<file path="src/rtl/axi_rd_arbiter_if.sv">
// rtl/axi_rd_arbiter_if.sv - AXI4 read-channel (AR/R) bundle with master/slave views
interface axi_rd_if #(
    parameter int AW = 32,
    parameter int DW = 32,
    parameter int IW = 4
);
    // AR channel
    logic          arvalid;
    logic          arready;
    logic [AW-1:0] araddr;
    logic [IW-1:0] arid;
    logic [7:0]    arlen;
    logic [2:0]    arsize;
    logic [1:0]    arburst;

    // R channel
    logic          rvalid;
    logic          rready;
    logic [DW-1:0] rdata;
    logic [1:0]    rresp;
    logic          rlast;
    logic [IW-1:0] rid;

    // Initiator of read transactions
    modport master (
        output arvalid, araddr, arid, arlen, arsize, arburst, rready,
        input  arready, rvalid, rdata, rresp, rlast, rid
    );

    // Responder to read transactions
    modport slave (
        input  arvalid, araddr, arid, arlen, arsize, arburst, rready,
        output arready, rvalid, rdata, rresp, rlast, rid
    );
endinterface

</file>
<file path="src/rtl/axi_rd_arbiter.sv">
// rtl/axi_rd_arbiter.sv - 2:1 AXI4 read arbiter (IFU=M0, LSU=M1), one outstanding burst; ARB_ROUND_ROBIN_EN selects round-robin tie-break
module axi_rd_arbiter #(
    parameter int AW = 32,
    parameter int DW = 32,
    parameter int IW = 4
) (
    input  logic       clk,
    input  logic       rst_n,
    axi_rd_if.slave    m0,
    axi_rd_if.slave    m1,
    axi_rd_if.master   s,
    output logic [1:0] grant
);

    typedef enum logic [1:0] {
        ST_IDLE = 2'd0,
        ST_ADDR = 2'd1,
        ST_DATA = 2'd2
    } state_t;

    state_t     state_q, state_d;
    logic [1:0] grant_q, grant_d;
`ifdef ARB_ROUND_ROBIN_EN
    // 0 = M0 was served last, 1 = M1 was served last
    logic       last_q, last_d;
`endif

    logic [1:0]    winner;
    logic          g_arvalid;
    logic          g_rready;
    logic [AW-1:0] g_araddr;
    logic [IW-1:0] g_arid;
    logic [DW-1:0] r_data;

    assign grant = grant_q;

    // Pick the next owner from the current requests (only consumed in IDLE)
    always_comb begin
        winner = 2'b00;
`ifdef ARB_ROUND_ROBIN_EN
        if (m0.arvalid && m1.arvalid) begin
            winner = last_q ? 2'b01 : 2'b10;
        end else if (m1.arvalid) begin
            winner = 2'b10;
        end else if (m0.arvalid) begin
            winner = 2'b01;
        end
`else
        if (m1.arvalid) begin
            winner = 2'b10;
        end else if (m0.arvalid) begin
            winner = 2'b01;
        end
`endif
    end

    // Select the owner's handshake inputs and AR payload
    always_comb begin
        if (grant_q[1]) begin
            g_arvalid = m1.arvalid;
            g_rready  = m1.rready;
            g_araddr  = m1.araddr;
            g_arid    = m1.arid;
        end else begin
            g_arvalid = m0.arvalid;
            g_rready  = m0.rready;
            g_araddr  = m0.araddr;
            g_arid    = m0.arid;
        end
    end

    // State, grant and tie-break history registers
    always_ff @(posedge clk or negedge rst_n) begin
        if (!rst_n) begin
            state_q <= ST_IDLE;
            grant_q <= 2'b00;
`ifdef ARB_ROUND_ROBIN_EN
            last_q  <= 1'b0;
`endif
        end else begin
            state_q <= state_d;
            grant_q <= grant_d;
`ifdef ARB_ROUND_ROBIN_EN
            last_q  <= last_d;
`endif
        end
    end

    // Next-state: grant is only ever loaded in IDLE and cleared on leaving ADDR/DATA
    always_comb begin
        state_d = state_q;
        grant_d = grant_q;
`ifdef ARB_ROUND_ROBIN_EN
        last_d  = last_q;
`endif
        case (state_q)
            ST_IDLE: begin
                if (winner != 2'b00) begin
                    grant_d = winner;
                    state_d = ST_ADDR;
                end
            end
            ST_ADDR: begin
                // Owner withdrew its request before acceptance: abandon it
                if (!g_arvalid) begin
                    state_d = ST_IDLE;
                    grant_d = 2'b00;
                end else if (s.arready) begin
                    state_d = ST_DATA;
                end
            end
            ST_DATA: begin
                if (s.rvalid && g_rready && s.rlast) begin
                    state_d = ST_IDLE;
                    grant_d = 2'b00;
`ifdef ARB_ROUND_ROBIN_EN
                    last_d  = grant_q[1];
`endif
                end
            end
            default: begin
                state_d = ST_IDLE;
                grant_d = 2'b00;
            end
        endcase
    end

    // Handshake routing: AR signals live only in ADDR, R signals only in DATA
    always_comb begin
        s.arvalid  = 1'b0;
        s.rready   = 1'b0;
        m0.arready = 1'b0;
        m1.arready = 1'b0;
        m0.rvalid  = 1'b0;
        m1.rvalid  = 1'b0;
        s.araddr   = g_araddr;
        s.arid     = g_arid;
        s.arlen    = grant_q[1] ? m1.arlen   : m0.arlen;
        s.arsize   = grant_q[1] ? m1.arsize  : m0.arsize;
        s.arburst  = grant_q[1] ? m1.arburst : m0.arburst;
        case (state_q)
            ST_ADDR: begin
                s.arvalid  = g_arvalid;
                m0.arready = grant_q[0] & s.arready;
                m1.arready = grant_q[1] & s.arready;
            end
            ST_DATA: begin
                s.rready  = g_rready;
                m0.rvalid = grant_q[0] & s.rvalid;
                m1.rvalid = grant_q[1] & s.rvalid;
            end
            default: begin
            end
        endcase
    end

    // R payload goes to both masters; only the owner sees rvalid
    assign r_data   = s.rdata;
    assign m0.rdata = r_data;
    assign m1.rdata = r_data;
    assign m0.rresp = s.rresp;
    assign m1.rresp = s.rresp;
    assign m0.rlast = s.rlast;
    assign m1.rlast = s.rlast;
    assign m0.rid   = s.rid;
    assign m1.rid   = s.rid;

endmodule

</file>
<file path="src/flat_wrapper.sv">
// flat-port wrapper written by rule: the top's interface ports become plain ports
module axi_rd_arbiter_flat 
#(
    parameter int AW = 32,
    parameter int DW = 32,
    parameter int IW = 4
)
  (clk, rst_n, grant, m0_arvalid, m0_araddr, m0_arid, m0_arlen, m0_arsize, m0_arburst, m0_rready, m0_arready, m0_rvalid, m0_rdata, m0_rresp, m0_rlast, m0_rid, m1_arvalid, m1_araddr, m1_arid, m1_arlen, m1_arsize, m1_arburst, m1_rready, m1_arready, m1_rvalid, m1_rdata, m1_rresp, m1_rlast, m1_rid, s_arvalid, s_araddr, s_arid, s_arlen, s_arsize, s_arburst, s_rready, s_arready, s_rvalid, s_rdata, s_rresp, s_rlast, s_rid);
  axi_rd_if #(.AW(AW), .DW(DW), .IW(IW)) m0_i ();
  axi_rd_if #(.AW(AW), .DW(DW), .IW(IW)) m1_i ();
  axi_rd_if #(.AW(AW), .DW(DW), .IW(IW)) s_i ();
  input  logic clk;
  input  logic rst_n;
  output logic [1:0] grant;
  input wire logic [$bits(m0_i.arvalid)-1:0] m0_arvalid;
  input wire logic [$bits(m0_i.araddr)-1:0] m0_araddr;
  input wire logic [$bits(m0_i.arid)-1:0] m0_arid;
  input wire logic [$bits(m0_i.arlen)-1:0] m0_arlen;
  input wire logic [$bits(m0_i.arsize)-1:0] m0_arsize;
  input wire logic [$bits(m0_i.arburst)-1:0] m0_arburst;
  input wire logic [$bits(m0_i.rready)-1:0] m0_rready;
  output wire logic [$bits(m0_i.arready)-1:0] m0_arready;
  output wire logic [$bits(m0_i.rvalid)-1:0] m0_rvalid;
  output wire logic [$bits(m0_i.rdata)-1:0] m0_rdata;
  output wire logic [$bits(m0_i.rresp)-1:0] m0_rresp;
  output wire logic [$bits(m0_i.rlast)-1:0] m0_rlast;
  output wire logic [$bits(m0_i.rid)-1:0] m0_rid;
  input wire logic [$bits(m1_i.arvalid)-1:0] m1_arvalid;
  input wire logic [$bits(m1_i.araddr)-1:0] m1_araddr;
  input wire logic [$bits(m1_i.arid)-1:0] m1_arid;
  input wire logic [$bits(m1_i.arlen)-1:0] m1_arlen;
  input wire logic [$bits(m1_i.arsize)-1:0] m1_arsize;
  input wire logic [$bits(m1_i.arburst)-1:0] m1_arburst;
  input wire logic [$bits(m1_i.rready)-1:0] m1_rready;
  output wire logic [$bits(m1_i.arready)-1:0] m1_arready;
  output wire logic [$bits(m1_i.rvalid)-1:0] m1_rvalid;
  output wire logic [$bits(m1_i.rdata)-1:0] m1_rdata;
  output wire logic [$bits(m1_i.rresp)-1:0] m1_rresp;
  output wire logic [$bits(m1_i.rlast)-1:0] m1_rlast;
  output wire logic [$bits(m1_i.rid)-1:0] m1_rid;
  output wire logic [$bits(s_i.arvalid)-1:0] s_arvalid;
  output wire logic [$bits(s_i.araddr)-1:0] s_araddr;
  output wire logic [$bits(s_i.arid)-1:0] s_arid;
  output wire logic [$bits(s_i.arlen)-1:0] s_arlen;
  output wire logic [$bits(s_i.arsize)-1:0] s_arsize;
  output wire logic [$bits(s_i.arburst)-1:0] s_arburst;
  output wire logic [$bits(s_i.rready)-1:0] s_rready;
  input wire logic [$bits(s_i.arready)-1:0] s_arready;
  input wire logic [$bits(s_i.rvalid)-1:0] s_rvalid;
  input wire logic [$bits(s_i.rdata)-1:0] s_rdata;
  input wire logic [$bits(s_i.rresp)-1:0] s_rresp;
  input wire logic [$bits(s_i.rlast)-1:0] s_rlast;
  input wire logic [$bits(s_i.rid)-1:0] s_rid;
  assign m0_i.arvalid = m0_arvalid;
  assign m0_i.araddr = m0_araddr;
  assign m0_i.arid = m0_arid;
  assign m0_i.arlen = m0_arlen;
  assign m0_i.arsize = m0_arsize;
  assign m0_i.arburst = m0_arburst;
  assign m0_i.rready = m0_rready;
  assign m0_arready = m0_i.arready;
  assign m0_rvalid = m0_i.rvalid;
  assign m0_rdata = m0_i.rdata;
  assign m0_rresp = m0_i.rresp;
  assign m0_rlast = m0_i.rlast;
  assign m0_rid = m0_i.rid;
  assign m1_i.arvalid = m1_arvalid;
  assign m1_i.araddr = m1_araddr;
  assign m1_i.arid = m1_arid;
  assign m1_i.arlen = m1_arlen;
  assign m1_i.arsize = m1_arsize;
  assign m1_i.arburst = m1_arburst;
  assign m1_i.rready = m1_rready;
  assign m1_arready = m1_i.arready;
  assign m1_rvalid = m1_i.rvalid;
  assign m1_rdata = m1_i.rdata;
  assign m1_rresp = m1_i.rresp;
  assign m1_rlast = m1_i.rlast;
  assign m1_rid = m1_i.rid;
  assign s_arvalid = s_i.arvalid;
  assign s_araddr = s_i.araddr;
  assign s_arid = s_i.arid;
  assign s_arlen = s_i.arlen;
  assign s_arsize = s_i.arsize;
  assign s_arburst = s_i.arburst;
  assign s_rready = s_i.rready;
  assign s_i.arready = s_arready;
  assign s_i.rvalid = s_rvalid;
  assign s_i.rdata = s_rdata;
  assign s_i.rresp = s_rresp;
  assign s_i.rlast = s_rlast;
  assign s_i.rid = s_rid;
  axi_rd_arbiter #(.AW(AW), .DW(DW), .IW(IW)) u_core (.clk(clk), .rst_n(rst_n), .m0(m0_i), .m1(m1_i), .s(s_i), .grant(grant));
endmodule
</file>
<file path="config.mk">
export PLATFORM = sky130hd
export DESIGN_NAME = axi_rd_arbiter_flat
export DESIGN_NICKNAME = d
export VERILOG_FILES = /design/src/rtl/axi_rd_arbiter_if.sv /design/src/rtl/axi_rd_arbiter.sv /design/src/flat_wrapper.sv
export SDC_FILE = /design/constraint.sdc
export NUM_CORES = 1
export LEC_CHECK = 0
export ABC_AREA = 1
export ABC_CLOCK_PERIOD_IN_PS = 1600
export BUFFER_PORTS_ARGS = -buffer_cell sky130_fd_sc_hd__buf_4
export CORE_AREA = 2 2 109 111
export DETAILED_ROUTE_END_ITERATION = 10
export DIE_AREA = 0 0 111 113
export GPL_TIMING_DRIVEN = 0
export HOLD_SLACK_MARGIN = 0.06
export SETUP_SLACK_MARGIN = 0.05
export SLEW_MARGIN = 0
export SYNTH_ARGS = -nofsm -noshare
export SYNTH_HDL_FRONTEND = slang
export SYNTH_SLANG_ARGS = --single-unit
</file>
<file path="constraint.sdc">
create_clock -name clk -period 1.6 [get_ports clk]
set_input_delay 0.08 -clock clk [delete_from_list [all_inputs] [get_ports clk]]
set_output_delay 0.08 -clock clk [all_outputs]
set_load 0.05 [all_outputs]
</file>
Yosys cells after proc, flatten, opt, wreduce, memory -nomap -nowiden
Index checks and enable logic that the tools add are counted.
Widths: inputs -> output; s select.

cells by class
  $add $sub $neg = 0
  multipliers = 0
  divide/modulo/power cells = 0
  order comparisons = 0
  equal/unequal tests = 6
  shifts and indexed selects = 0
  mux-type cells = 23
  bitwise logic cells = 4
  reduce and logical (&&, ||, !) cells = 6

operator list
  kind                count
  $mux 32             1
  $mux 2              8
  $pmux 2 s3          2
  $mux 1              9
  $mux 8              1
  $reduce_and 3->1    2
  $and 1x1->1         4
  $mux 4              1
  $ne 2x1->1 const B  2
  $mux 3              1
  $ne 3x3->1 const B  1
  $eq 2x1->1 const B  1
  $eq 2x2->1 const B  1
  $logic_and 1x1->1   2
  $logic_not 2->1     1
  $ne 2x2->1 const B  1
  $reduce_bool 2->1   1

word-level totals
  register bits after elaboration = 4
  latch bits = 0
  memory bits (writable) = 0
  bits in read-only memories = 0
  output and inout bits = 135
  word-level logic and storage cells = 41
  memories = 0

Depth between registers and ports, before layout
Gate-level depths: netlist of the first run.

  depth in word-level cells = 5
  mapped depth = 10

Worst setup path after synthesis of the first run
OpenSTA, ideal clock, no wires.

  kind = reg2out
  start = register u_core.grant_q[1], in the netlist u_core.grant[1]
  end = output port m1_rvalid
  data arrival time = 2.118 ns
  required time = 1.520 ns
  slack = -0.598 ns
  stages on the path, launching flop included = 5
  path buffers = 2
  path through = dfrtp_1 > buf_6 > inv_4 > buf_2 > nor3_1

between the ends
  word-level cells in the longest chain between the ends = 2

ends and longest elaborated chain
  what                      RTL line               RTL
  start: declaration        axi_rd_arbiter.sv:22   logic [1:0] grant_q, grant_d;
  start signal: assignment  axi_rd_arbiter.sv:82   grant_q <= grant_d;
  $and 1x1->1               axi_rd_arbiter.sv:150  m1.rvalid = grant_q[1] & s.rvalid;
  $mux 1                    axi_rd_arbiter.sv:141  case (state_q)
  end: declaration          flat_wrapper.sv:36     output wire logic [$bits(m1_i.rvalid)-1:0] m1_rvalid;

No other way between the ends.

Worst setup path in the final report of the first run
  start = register u_core.grant_q[1], in the netlist u_core.grant[1]
  end = output port s_araddr[9]

between the ends
  word-level cells in the longest chain between the ends = 1

ends and longest elaborated chain
  what              RTL line              RTL
  $mux 32           axi_rd_arbiter.sv:59  if (grant_q[1]) begin
  end: declaration  flat_wrapper.sv:42    output wire logic [$bits(s_i.araddr)-1:0] s_araddr;

No other way between the ends.

==> results of run 1 <==
cell type report:
class                           count  area (sq um)  share of cell area (%)
Sequential cell                     4           101                    2.79
Inverter                           10          45.0                    1.24
Buffer                             89           678                    18.7
Tap cell                          143           179                    4.92
Timing Repair Buffer              242          1830                    50.3
Clock buffer                        4          78.8                    2.17
Multi-Input combinational cell    181           726                    20.0
through the flow:
stage                     hold slack, ns  instance area [sq um]  instances  total power (W)  utilization (%)
after floorplan                   -0.216                   1510        284          0.00343                -
after global placement            -0.122                   3500        668          0.00486             31.1
after detailed placement          -0.121                   3500        668          0.00489             31.1
after CTS                         0.0968                   3610        673          0.00535             32.0
after global routing               0.101                   3630        673          0.00566             32.2
final                             0.0956                   3630        673          0.00534             32.2
what timing repair did:
action,in CTS,in global routing
buffers inserted,0,0
endpoints found under the hold margin,4,0
hold buffers,1,0
pin swaps,0,0
resized for setup,6,8
endpoints found under the setup margin,50,47
per-layer routing:
| metal | share of wire (%) | GRT usage (%) | wire length [um] | up-vias |
|---|---|---|---|---|
| li1 | - | - | - | 1256 |
| met1 | 37 | 11.6 | 2730 | 1009 |
| met2 | 54 | 20.9 | 4000 | 145 |
| met3 | 8.6 | 1.71 | 642 | 5 |
| met4 | 0.83 | 2.50 | 62 | 0 |
| met5 | 0 | 0 | 0 | - |
cell usage in the layout (no fill, tap or decap), types with 2 or more instances in the layout:
cell / netlist / final
buf_4: 78 / 317
buf_6: 1 / 8
inv_1: 8 / 8
buf_2: 10 / 5
nand2_1: 168 / 168
dfrtp_1: 4 / 3
nor3_1: 4 / 2
nor2_1: 4 / 4
clkbuf_16: 0 / 3
sequential cells by signal, indices dropped and copies added, names as in the netlist:
name,flops
u_core.grant,2
u_core.state_q,2
where the power goes:
part / leakage (nW) / switching [W] / internal (W)
clock network: 0.0382 / 0.0000717 / 0.000329
registers: 0.0496 / 0.0000283 / 0.000149
logic: 2.17 / 0.00330 / 0.00147
total: 2.25 / 0.00340 / 0.00195
Yosys cell counts:
master	number
nor2_1	4
inv_4	1
buf_6	1
inv_2	1
nor3_1	4
buf_4	78
inv_1	8
a21oi_2	1
dfrtp_1	4
a21oi_1	2
a21boi_1	1
nand2_1	168
nand2_2	1
buf_2	10
cell families (layout without fill, tap and decap cells):
logic type / Yosys count / after routing / share of synthesized area, %
DFF: 4 / 4 / 6.74
buffers and inverters: 99 / 345 / 46.3
and+or+nand+nor: 177 / 177 / 45.2
AOI/OAI and AO/OA: 4 / 4 / 1.77
critical path: cells and delay by family (launching register included):
family / cells / cell delay (ns)
DFF: 1 / 0.40
buffers and inverters: 4 / 0.61
and+or+nand+nor: 2 / 0.14
path summary, 6_finish.rpt:
check	start	to	cells after the start
min in group asynchronous	rst_n	u_core.grant[0]	2
min	m1_arvalid	u_core.grant[1]	3
max reg2reg	u_core.grant[1]	u_core.grant[1]	9
max in group asynchronous	rst_n	u_core.grant[1]	2
max	u_core.grant[1]	s_araddr[9]	6
min reg2reg	u_core.grant[0]	u_core.grant[0]	2
==> impl_summary.log, run 1 <==
INFO  metric die_area = around 13000 sq um
INFO  metric cp_slowest_cell = dfrtp_2
INFO  metric path_class = reg -> out
INFO  metric maxCapViolCount = 0
INFO  metric first_global_vias = about 2.3k
INFO  metric kind_of_end_point_of_the_critical_path = output pin
INFO  metric routed_wirelength = 7430 um
INFO  metric grt_usage = 10.5%
INFO  metric row_count = 39
INFO  metric critPathLaunchType = register
INFO  metric clockRootBuffer = clkbuf_16
INFO  metric synthesis.instances = 284
INFO  metric crit_path_max_incr_delay = around 0.40 ns
INFO  metric syn_area_per_cell = between 5 and 6 sq um
INFO  metric initial_util = 13.2%
INFO  metric power.leakage = between 2 and 2.5 nW
INFO  metric mappedNetlistNets = ~430
INFO  metric path_category_of_the_worst_min_delay_check = in -> reg
INFO  metric clk_pin_slew = about 0.03 ns
INFO  metric timing.final.max_slew_violations = 0
INFO  metric netlist.top_cell.by_area = nand2_1
INFO  metric mappedNetlistArea = roughly 1500 sq um
INFO  metric detailroute.via_count = roughly 2.4k
INFO  metric cts_sinks = 4
INFO  metric wl_per_cell = 11.0 um
INFO  metric grt_max_degree = 11
INFO  metric netlist.area_leader.share = between 40 and 50%
INFO  metric post-route-min-period = around 1.5 ns
INFO  metric layout_cell_share_with_drive_strength_beyond_1 = between 60% and 70%
INFO  metric antenna-diode-count = 0
INFO  metric seq_area_frac_synth = under 10%
INFO  metric run_status = completed
INFO  metric clock_insertion_delay_worst_skew = 0.23 ns
INFO  metric layout-area-overhead-vs-synth = 145%
INFO  metric initial_antenna_violation_count = 0
INFO  metric cts_tree = built
INFO  metric timing.critical_path.fanout_max = 10
INFO  metric timing.slew.headroom = 83.2%
INFO  metric tritoncts.num_buffers = 3
INFO  metric layout.filler_cells = between 1k and 1.5k
INFO  metric post-route-worst-setup-slack = about 0.14 ns
INFO  metric yosys_register_bits = 4
INFO  metric preCtsSetupSlack = 0.179 ns
INFO  metric fp.coreArea = between 10000 and 15000 sq um
INFO  metric ff2ff_setup_slack = about 0.34 ns
INFO  metric fmaxAchievable = roughly 0.7 GHz
INFO  metric setup_viol = 0
INFO  metric layout.nets = ~680
INFO  metric buffer_ports.inserted = between 200 and 250
INFO  metric detailed_placer_s_ending_hpwl = around 6600 um
INFO  metric critical_path.cell_chain = buf_6 > inv_8 > buf_6 > nand2_1 > nand2_1 > buf_4
INFO  metric crit_arrival = between 1 and 1.5 ns
INFO  metric cts_max_path_buffers = 2
INFO  metric yosys_warnings = 0
INFO  metric drt.antenna.violating_nets = 0
INFO  metric dieWidth = 111 um
INFO  metric irDropWorstVdd = about 0.66 mV
INFO  metric detailedRoute.firstPassIterationCount = 4
INFO  metric worstMarginPinSlew = roughly 0.25 ns
INFO  metric grt_overflow_total = 0
INFO  metric worst-endpoint-required = approximately 1.5 ns
INFO  metric htree_levels = 1
INFO  metric drt_iter0_markers = 67
INFO  metric grt_setup_unrepaired = no
INFO  metric io_pins = 280
INFO  metric clock-skew-final = roughly 0.0022 ns
INFO  metric via_per_inst = 3.59
INFO  metric netlist-cell-type-count = 14
INFO  metric power_per_cell_area = 1470 nW/um^2
INFO  metric drc = 0
INFO  metric gp_congestion = between 0.8 and 0.9
INFO  metric final_hold_fails = 0
INFO  metric synth_top_cells_by_area = nand2_1, buf_4, dfrtp_1, buf_2, inv_1
INFO  metric fin_crit_sh = just over 90%
INFO  metric setup_tns = 0 ns
INFO  metric die_height = ~110 um
INFO  metric grt_pass1_wl = approximately 11000 um
Note: power is estimated with default switching activity, not from simulation.
==> inputs of run 2 (changes only) <==
--- a/config.mk
+++ b/config.mk
@@ -5,12 +5,12 @@
 export SDC_FILE = /design/constraint.sdc
 export NUM_CORES = 1
 export LEC_CHECK = 0
-export ABC_AREA = 1
 export ABC_CLOCK_PERIOD_IN_PS = 1600
 export BUFFER_PORTS_ARGS = -buffer_cell sky130_fd_sc_hd__buf_4
-export CORE_AREA = 2 2 109 111
+export CORE_AREA = 2 2 108 110
+export CTS_CLUSTER_SIZE = 8
 export DETAILED_ROUTE_END_ITERATION = 10
-export DIE_AREA = 0 0 111 113
+export DIE_AREA = 0 0 110 112
 export GPL_TIMING_DRIVEN = 0
 export HOLD_SLACK_MARGIN = 0.06
 export SETUP_SLACK_MARGIN = 0.05
==> run 2 against run 1 <==
  * Synthesized cell count is 43% lower
  * Non-clock buffer count down 4
  * Clock skew up 0.0017 ns
  * Maximum frequency down 5.3%
  * Total power fell by 4.8%
  * Final cell count fell by 18%
  * Via count decreased by 16%
  * Die area decreased by 1.8%
  * Worst hold slack got worse by 0.0022 ns
  * Largest cell class unchanged
  * Clock-buffer cell count unchanged
  * Sequential power rose by 19%
  * Sequential cell count did not move
==> impl_summary.log, run 2 <==
INFO  metric drt.antenna.violating_nets = 0
INFO  metric post-route-min-period = 1.54 ns
INFO  metric synthesis.instances = about 160
INFO  metric worst-endpoint-required = 1.52 ns
INFO  metric ys_top_cells_by_count = buf_4, mux2_2, buf_2
INFO  metric netlist-cell-type-count = 19
INFO  metric initial_antenna_violation_count = 0
INFO  metric fp.coreArea = 11200 sq um
INFO  metric critPathLaunchType = register
INFO  metric worstHoldStart = s_arready
INFO  metric seq_area_frac_synth = 7.02%
INFO  metric die_height = approximately 110 um
INFO  metric first_global_vias = around 1.9k
INFO  metric clock_insertion_delay_worst_skew = between 0.2 and 0.25 ns
INFO  metric synth-edff-count = 0
INFO  metric grt_overflow_total = 0
INFO  metric cts_tree = built
INFO  metric worstHoldEndpoint = u_core.state_q[1]
INFO  metric power_switching_share = between 50% and 60%
INFO  metric yosys_warnings = 0
INFO  metric row_count = 39
INFO  metric crit_arrival = approximately 1.5 ns
INFO  metric clock-skew-final = ~0.004 ns
INFO  metric most-common-layout-cells = buf_4, mux2_2, buf_6, buf_8, and3_1
INFO  metric cts_max_path_buffers = 2
INFO  metric critical_path.reg2reg.endpoint = u_core.grant[0]
INFO  metric buffer_ports.inserted = roughly 240
INFO  metric internal = ~0.0022 W
INFO  metric fin_crit_sh = a little over nine tenths
INFO  metric hold-path-cell-count = 3
INFO  metric combPwrFrac = 87.9%
INFO  metric ff2ff_setup_slack = roughly 0.20 ns
INFO  metric mappedNetlistArea = roughly 1400 sq um
INFO  metric clock_power_share = ~7.9%
INFO  metric worst_r2r_path_cells = 5
INFO  metric asyncSetResetFlopFracSynth = between 90% and 100%
INFO  metric mappedNetlistNets = between 300 and 400
INFO  metric detailedRoute.firstPassIterationCount = 4
INFO  metric stdcell_count = between 500 and 600
INFO  metric kind_of_end_point_of_the_critical_path = output pin
INFO  metric run_status = completed
INFO  metric cts_sinks = 4
INFO  metric htree_levels = 1
INFO  metric initial_util = 12.8%
INFO  metric netlist.area_leader.share = 41.1%
INFO  metric netlist.top_cell.by_area = buf_4
INFO  metric io_pins = between 200 and 300
INFO  metric grt_pass1_wl = ~9000 um
INFO  metric dieWidth = ~110 um
INFO  metric worstMarginPinSlew = roughly 0.28 ns
INFO  metric final_hold_fails = 0
INFO  metric gp_congestion = roughly 0.74
INFO  metric tritoncts.num_buffers = 3
INFO  metric power.leakage = a little under 2 nW
INFO  metric path_category_of_the_worst_min_delay_check = in -> reg
INFO  metric grt_usage = about a tenth
INFO  metric layout.nets = between 500 and 600
INFO  metric synth_most_common_cell = buf_4
INFO  metric timing.slew.headroom = between 80% and 90%
INFO  metric layout_cell_share_with_drive_strength_beyond_1 = ~92%
INFO  metric crit-reg2reg-launch = u_core.grant[1]
INFO  metric die_area = 12300 sq um
INFO  metric syn_area_per_cell = slightly below 9 sq um
INFO  metric wl_per_cell = ~13 um
INFO  metric setup_tns = 0 ns
INFO  metric setup_viol = 0
INFO  metric numPlacedInstances = around 550
INFO  metric net-switching-power = 0.00287 W
INFO  metric path_class = reg -> out
INFO  metric drc = 0
INFO  metric detailroute.via_count = 2022
INFO  metric antenna-diode-count = 0
INFO  metric power_per_cell_area = ~1400 nW/um^2
INFO  metric grt_setup_unrepaired = yes
INFO  metric via_per_inst = approximately 3.7
INFO  metric synth_top_cells_by_area = buf_4, mux2_2, dfrtp_1, and3_1, buf_2
INFO  metric layout-area-overhead-vs-synth = 152%
INFO  metric seq_power_share = roughly 4.1%
INFO  metric drt_iter0_markers = 37
INFO  metric maxCapViolCount = 0
INFO  metric timing.final.max_slew_violations = 0
INFO  metric fmaxAchievable = 0.648 GHz
INFO  metric clk_pin_slew = around 0.030 ns
INFO  metric clockRootBuffer = clkbuf_16
INFO  metric grt_max_degree = 11
INFO  metric routed_wirelength = between 7000 and 8000 um
INFO  metric postSynth.topFlopCell = dfrtp_1
INFO  metric irDropWorstVdd = between 0.6 and 0.7 mV
INFO  metric timing.critical_path.fanout_max = 10
INFO  metric yosys_register_bits = 4
INFO  metric detailed_placer_s_ending_hpwl = about 6400 um
INFO  metric most_common_cell_after_layout_fill_and_taps_aside = buf_4
==> run 2: cell types whose count changed after synthesis, moves of 2 or more <==
cell	previous run	this run
nor2b_1	0	3
nor3_1	4	0
a31oi_1	0	2
nand2_1	168	3
mux2_2	0	49
buf_2	10	5
nor2_1	4	2
mux2i_1	0	2
and3_1	0	4
inv_1	8	3
==> run 2: final cells by class <==
type / instances / area, sq um
repair buffers: 243 / 1850
inverters: 3 / 11.3
multi-input cells: 72 / 693
well taps: 143 / 179
clock buffers: 4 / 78.8
flip-flops and latches: 4 / 101
plain buffers: 84 / 677
fillers: 1158 / 7580
==> run 2: how the worst max path moves through the flow <==
stage	slack, ns	start	to	cells after the start
2_1_floorplan	0.04	u_core.grant[1]	u_core.state_q[1]	6
3_3_place_gp	0.09	u_core.grant[1]	s_arid[2]	4
3_5_place_dp	0.09	u_core.grant[1]	s_arid[2]	4
4_1_cts	0.04	u_core.grant[1]	s_araddr[2]	4
5_1_grt	0.02	u_core.grant[1]	s_arid[1]	4
6_report	0.06	u_core.grant[1]	s_araddr[24]	4
==> run 2: repair_timing <==
item	4_1_cts	5_1_grt
endpoints found under the hold margin	4	0
setup buffers	1	0
setup endpoints to repair	48	47
resized for setup	16	7
hold buffers	1	0
cloned	0	0
==> run 2: metrics by stage <==
stage | total power [W] | hold slack, ns | worst slack, ns | area (sq um) | utilization, %
after floorplan | 0.00323 | -0.216 | 0.0362 | 1430 | -
after global placement | 0.00448 | -0.123 | 0.0910 | 3420 | 30.6
after detailed placement | 0.00449 | -0.121 | 0.0874 | 3420 | 30.6
after CTS | 0.00509 | 0.0918 | 0.0450 | 3570 | 31.9
after global routing | 0.00530 | 0.123 | 0.0183 | 3590 | 32.2
final | 0.00509 | 0.0934 | 0.0578 | 3590 | 32.2
==> run 2: power groups by stage <==
stage | clock (W) | sequential, W | combinational (W)
floorplan | 0 | 0.000270 | 0.00296
global placement | 0 | 0.000212 | 0.00427
detailed placement | 0 | 0.000214 | 0.00428
CTS | 0.000409 | 0.000208 | 0.00447
global route | 0.000423 | 0.000219 | 0.00465
finish | 0.000403 | 0.000211 | 0.00448
==> run 2: layer usage <==
metal  global-route usage (%)  routed length (um)  vias up
met5                        0                   0        -
li1                         -                   -      964
met1                     9.74                2190      886
met4                     2.62                  94        0
met2                     19.3                3790      166
met3                     1.87                 982        6
==> run 2: cells by family (layout without fill, tap and decap cells) <==
group / after synthesis / in the layout / synth area share (%)
multiplexers: 51 / 51 / 40.1
AND/OR/NAND/NOR: 14 / 14 / 5.26
buffers and inverters: 87 / 334 / 44.4
AO/OA/AOI/OAI: 7 / 7 / 3.25
flip-flops: 4 / 4 / 7.02
==> run 2: worst max-delay path, cell delays in order (launching register included) <==
cell and delay, ns:
dfrtp_2 0.38, buf_12 0.15, buf_6 0.15, mux2_2 0.35, buf_4 0.19
